### src/rtl/weight_fetch_seq.sv
// rtl/weight_fetch_seq.sv - weight ROM read sequencer with 3-entry output FIFO
// Hides registered-ROM latency and absorbs MAC backpressure via credit-limited issue.
module weight_fetch_seq #(
   parameter int numWeight    = 10,
   parameter int addressWidth = $clog2(numWeight),
   parameter int dataWidth    = 16,
   parameter int fifoDepth    = 3
) (
   input  logic                    clk,
   input  logic                    rst_n,
   input  logic                    start,
   output logic                    busy,
   output logic                    done,
   output logic                    mem_ren,
   output logic [addressWidth-1:0] mem_radd,
   input  logic [dataWidth-1:0]    mem_wout,
   output logic                    out_valid,
   input  logic                    out_ready,
   output logic [dataWidth-1:0]    out_w,
   output logic                    out_last
);

   localparam int cntWidth = $clog2(numWeight + 1);
   localparam logic [1:0] IDLE = 2'd0;
   localparam logic [1:0] RUN  = 2'd1;
   localparam logic [1:0] DONE = 2'd2;

   logic [1:0]           state_q, state_d;
   logic [cntWidth-1:0]  issue_cnt_q, issue_cnt_d;
   logic                 inflight_q, inflight_last_q;
   logic [dataWidth-1:0] fifo_data_q [0:2];
   logic [2:0]           fifo_last_q;
   logic [1:0]           rd_ptr_q, wr_ptr_q, count_q;
   logic [2:0]           credit_used;
   logic                 push, pop, issue_last;

   // Words already buffered plus the one still in the ROM pipeline must fit.
   assign credit_used = {1'b0, count_q} + {2'b00, inflight_q};
   assign mem_ren     = (state_q == RUN) && (issue_cnt_q < cntWidth'(numWeight))
                        && (credit_used < 3'(fifoDepth));
   assign mem_radd    = issue_cnt_q[addressWidth-1:0];
   assign issue_last  = (issue_cnt_q == cntWidth'(numWeight - 1));

   assign push      = inflight_q;
   assign out_valid = (count_q != 2'd0);
   assign pop       = out_valid && out_ready;
   assign out_w     = fifo_data_q[rd_ptr_q];
   assign out_last  = out_valid && fifo_last_q[rd_ptr_q];

   assign busy = (state_q == RUN);
   assign done = (state_q == DONE);

   always_comb begin
      state_d     = state_q;
      issue_cnt_d = issue_cnt_q;
      case (state_q)
         IDLE: if (start) begin
            state_d     = RUN;
            issue_cnt_d = '0;
         end
         RUN: begin
            if (mem_ren) issue_cnt_d = issue_cnt_q + 1'b1;
            if (pop && out_last) state_d = DONE;
         end
         DONE:    state_d = IDLE;
         default: state_d = IDLE;
      endcase
   end

   always_ff @(posedge clk or negedge rst_n) begin
      if (!rst_n) begin
         state_q         <= IDLE;
         issue_cnt_q     <= '0;
         inflight_q      <= 1'b0;
         inflight_last_q <= 1'b0;
         fifo_data_q[0]  <= '0;
         fifo_data_q[1]  <= '0;
         fifo_data_q[2]  <= '0;
         fifo_last_q     <= '0;
         rd_ptr_q        <= '0;
         wr_ptr_q        <= '0;
         count_q         <= '0;
      end else begin
         state_q         <= state_d;
         issue_cnt_q     <= issue_cnt_d;
         inflight_q      <= mem_ren;
         inflight_last_q <= mem_ren && issue_last;
         if (push) begin
            fifo_data_q[wr_ptr_q] <= mem_wout;
            fifo_last_q[wr_ptr_q] <= inflight_last_q;
            wr_ptr_q              <= (wr_ptr_q == 2'd2) ? 2'd0 : wr_ptr_q + 2'd1;
         end
         if (pop) rd_ptr_q <= (rd_ptr_q == 2'd2) ? 2'd0 : rd_ptr_q + 2'd1;
         if (push && !pop)      count_q <= count_q + 2'd1;
         else if (pop && !push) count_q <= count_q - 2'd1;
      end
   end

   assert property (@(posedge clk) disable iff (!rst_n) !(push && (count_q == 2'd3)));

endmodule

### config.mk
export PLATFORM = sky130hd
export DESIGN_NAME = weight_fetch_seq
export DESIGN_NICKNAME = d
export VERILOG_FILES = /design/src/rtl/weight_fetch_seq.sv
export SDC_FILE = /design/constraint.sdc
export NUM_CORES = 1
export LEC_CHECK = 0
export ABC_AREA = 0
export BUFFER_PORTS_ARGS = -buffer_cell sky130_fd_sc_hd__clkbuf_2
export CAP_MARGIN = 20
export CORE_MARGIN = 10
export CORE_UTILIZATION = 40
export CTS_CLUSTER_DIAMETER = 100
export DETAILED_ROUTE_END_ITERATION = 6
export GPL_TIMING_DRIVEN = 0
export PLACE_DENSITY_LB_ADDON = 0.15
export SLEW_MARGIN = 15
export SYNTH_ARGS = -nofsm -noshare
export SYNTH_HDL_FRONTEND = slang
export SYNTH_SLANG_ARGS = --single-unit
export TNS_END_PERCENT = 50
### constraint.sdc
create_clock -name clk -period 2.3 [get_ports clk]
set_clock_uncertainty 0.05 [all_clocks]
set_input_delay 0 -clock clk [delete_from_list [all_inputs] [get_ports clk]]
set_output_delay 0 -clock clk [all_outputs]
set_load 0.03 [all_outputs]
==> results.toml <==
[grt]
use_met3_pct = 2.838
met1_usage_pct = 15.41
overflow = 0
grtUsageMet2_pct = 17.98
antenna_found_initial = 0
grt_util_all_layers_pct = 11.80
grt_pass1_wl_mm = 10.66
first_global_vias = 2123
grt_max_degree = 45
grt_busiest_layer = "met2"

[synthesis]
synthFlopType = "dfrtp_1"
synth_top_area_cell = "dfrtp_1"
yosysTopAreaCellShare_pct = 55.08
syn-num-nets = 260
netlist_instances = 235
yosysSeqAreaShare_pct = 55.08
yosysMostFrequentCell = "dfrtp_1"
synth-edff-count = 0
avgSynthCellArea_um2 = 12.57
ys_top_cells_by_count = "dfrtp_1 (65), mux2_2 (51), nand2_1 (22)"
ys_types = 35
yosys_warnings = 0
synth_area_mm2 = 0.002953
synth_seq_cells = 65
synthTopCellsByArea = "dfrtp_1 (55%), mux2_2 (19%), mux2i_1 (5.8%)"
ys_async_sr_fraction_pct = 100.0

[route]
wl_per_cell_um = 15.29
via_per_inst = 4.857
drtPass1Iterations = 4
drtAntennaViolNets = 0
wl_mm = 6.313
via_count = 2006
first_iter_violations = 36
drc = 0

[power_and_ir_drop]
powerDensity_mw_per_mm2 = 1591
fin_total_pwr_mw = 5.888
irDropWorstVdd_mv = 1.207
p_leak_nw = 1.693

[sta]
fmax_mhz = 461.0
slew_headroom_pct = 48.76
worst_hold_slack_ps = 90.91
maxSlewViolCount = 0
finalCritPeriodShare_pct = 94.31
setup_viol = 0
rsz0062_at_grt = "no"
hold_violations = 0
max_slew.worst_pin.slew_ps = 764.4
fin_tns_setup_ps = 0
layout_min_cycle_time_ps = 2169

[setup_path]
end_kind = "output port"
cp.arrival_ps = 2120
timing.critical_path.mode_cell = "ha_1"
worstSetupPathType = "register to output port"
start_kind = "register"
max_stage_delay_ps = 440
worstPathRequired_ps = 2250
worstPathCellList = "ha_1 > ha_1 > a21oi_2 > nand2_1 > nor2_1 > clkbuf_2"
slowest_stage = "dfrtp_1"
worst-path-max-fanout = 7

[placed_design]
dp_hpwl_mm = 4.288
place_congestion = 0.7244
portBuffers = 44
postPlaceCellArea_mm2 = 0.003327

[final_layout]
syn_to_final_growth_pct = 25.34
diodes = 0
final_cell_area_mm2 = 0.003701
fillers = 654
num-nets-final = 334
drive_gt1_share_pct = 38.22
seqCellArea_mm2 = 0.001627
multiInputGateArea_mm2 = 0.001254

[die]
die_area_mm2 = 0.01122
start_util_pct = 40.93
die_w_um = 105.9
io_pins = 45
die_h_um = 105.9
row_count = 31
core_area_mm2 = 0.007214

[clocking]
cts_setup_buffers = 0
cts_tree = "done"
h-tree-depth = 3
clockRootBuffer = "clkbuf_8"
clock_latency_ps = 330
cts_buffer_depth = 2
cts.sinks = 65
cts.clk_slew.worst_paths_ps = 70
numCtsBuffers = 9

[hold_path]
min_path_type = "primary input to asynchronous set/reset pin"

[outcome]
status = "completed"

[run]
max-cap-violations = 0
==> worst max-delay path: cells and delay by family, from the launching register on <==
kind                     cells  cell delay (ps)
buffers and inverters        1              230
AO/OA/AOI/OAI                1              300
AND/OR/NAND/NOR              2              310
adder cells (fa/ha/maj)      2              520
flip-flops                   1              440
==> logic make-up after synthesis <==
family / Yosys count / share of synthesized area [%]
compound gates: 32 / 6.229
flops: 65 / 55.08
buf+inv: 16 / 2.585
xor+xnor: 3 / 0.8900
mux: 68 / 25.21
fa+ha+maj: 5 / 2.119
simple gates: 46 / 7.881
==> path summary, 6_finish.rpt <==
| check | startpoint | to | slack (ps) | cells after the start |
|---|---|---|---|---|
| setup / recovery | inflight_q$_DFF_PN0_ | mem_ren | 130 | 6 |
| hold / removal | rst_n | fifo_data_q[33]$_DFFE_PN0P_ | 90 | 2 |
| setup reg to reg | inflight_q$_DFF_PN0_ | fifo_data_q[40]$_DFFE_PN0P_ | 310 | 4 |
| hold reg to reg | fifo_data_q[26]$_DFFE_PN0P_ | fifo_data_q[26]$_DFFE_PN0P_ | 450 | 1 |
| max in group asynchronous | rst_n | fifo_data_q[12]$_DFFE_PN0P_ | 1580 | 3 |
| min in group clk | out_ready | rd_ptr_q[1]$_DFFE_PN0P_ | 100 | 4 |
==> flip-flops by register name (all words and copies together) (netlist names) <==
name,count
wr_ptr_q,2
fifo_data_q,48
fifo_last_q,3
rd_ptr_q,2
inflight_last_q,1
state_q,2
inflight_q,1
mem_radd,4
count_q,2
==> metal layers <==
layer  wire (um)  share of wire (%)  up-vias
met5           0                  0        -
met4          93                1.5        0
met3         243                3.8        8
met2        2903                 46       33
met1        3072                 49      984
li1            -                  -      981
==> through the flow <==
stage | std cells | worst slack [ps] | util, %
2_1_floorplan | 235 | 317.1 | -
3_3_place_gp | 378 | 228.1 | 45.70
3_5_place_dp | 379 | 205.7 | 46.12
4_1_cts | 413 | 84.91 | 51.28
5_1_grt | 413 | 22.87 | 51.30
6_report | 413 | 130.9 | 51.30
==> power breakdown <==
group,internal (mW),switching [mW]
clock,0.528,0.407
sequential,1.71,0.344
combinational,1.18,1.71
total,3.42,2.46
==> cell usage in the layout, fill, tap and decap left out, types with 3 or more instances in the layout <==
master         instances
dfrtp_1               65
mux2_2                51
clkbuf_2              44
nand2_1               22
o21ai_0               21
dlygate4sd3_1         18
mux2i_1               17
clkbuf_8              10
inv_1                  6
clkbuf_1               6
ha_1                   5
buf_2                  4
nor2_1                 4
and2_1                 3
==> area by class of cell <==
type | instances | area share, %
tap | 99 | 3.347
sequential | 65 | 43.95
multi-input combinational | 154 | 33.87
clock inverter | 3 | 1.082
buffer | 10 | 1.487
timing repair buffer | 63 | 11.63
inverter | 6 | 0.6085
clock buffer | 13 | 4.023
==> what timing repair did <==
| item | CTS | global route |
|---|---|---|
| gates resized for setup | 1 | 2 |
| hold buffers | 18 | 0 |
| endpoints found under the setup margin | 1 | 4 |
| cloned | 0 | 0 |
| endpoints found under the hold margin | 115 | 0 |
Note: power is estimated with default switching activity, not from simulation.
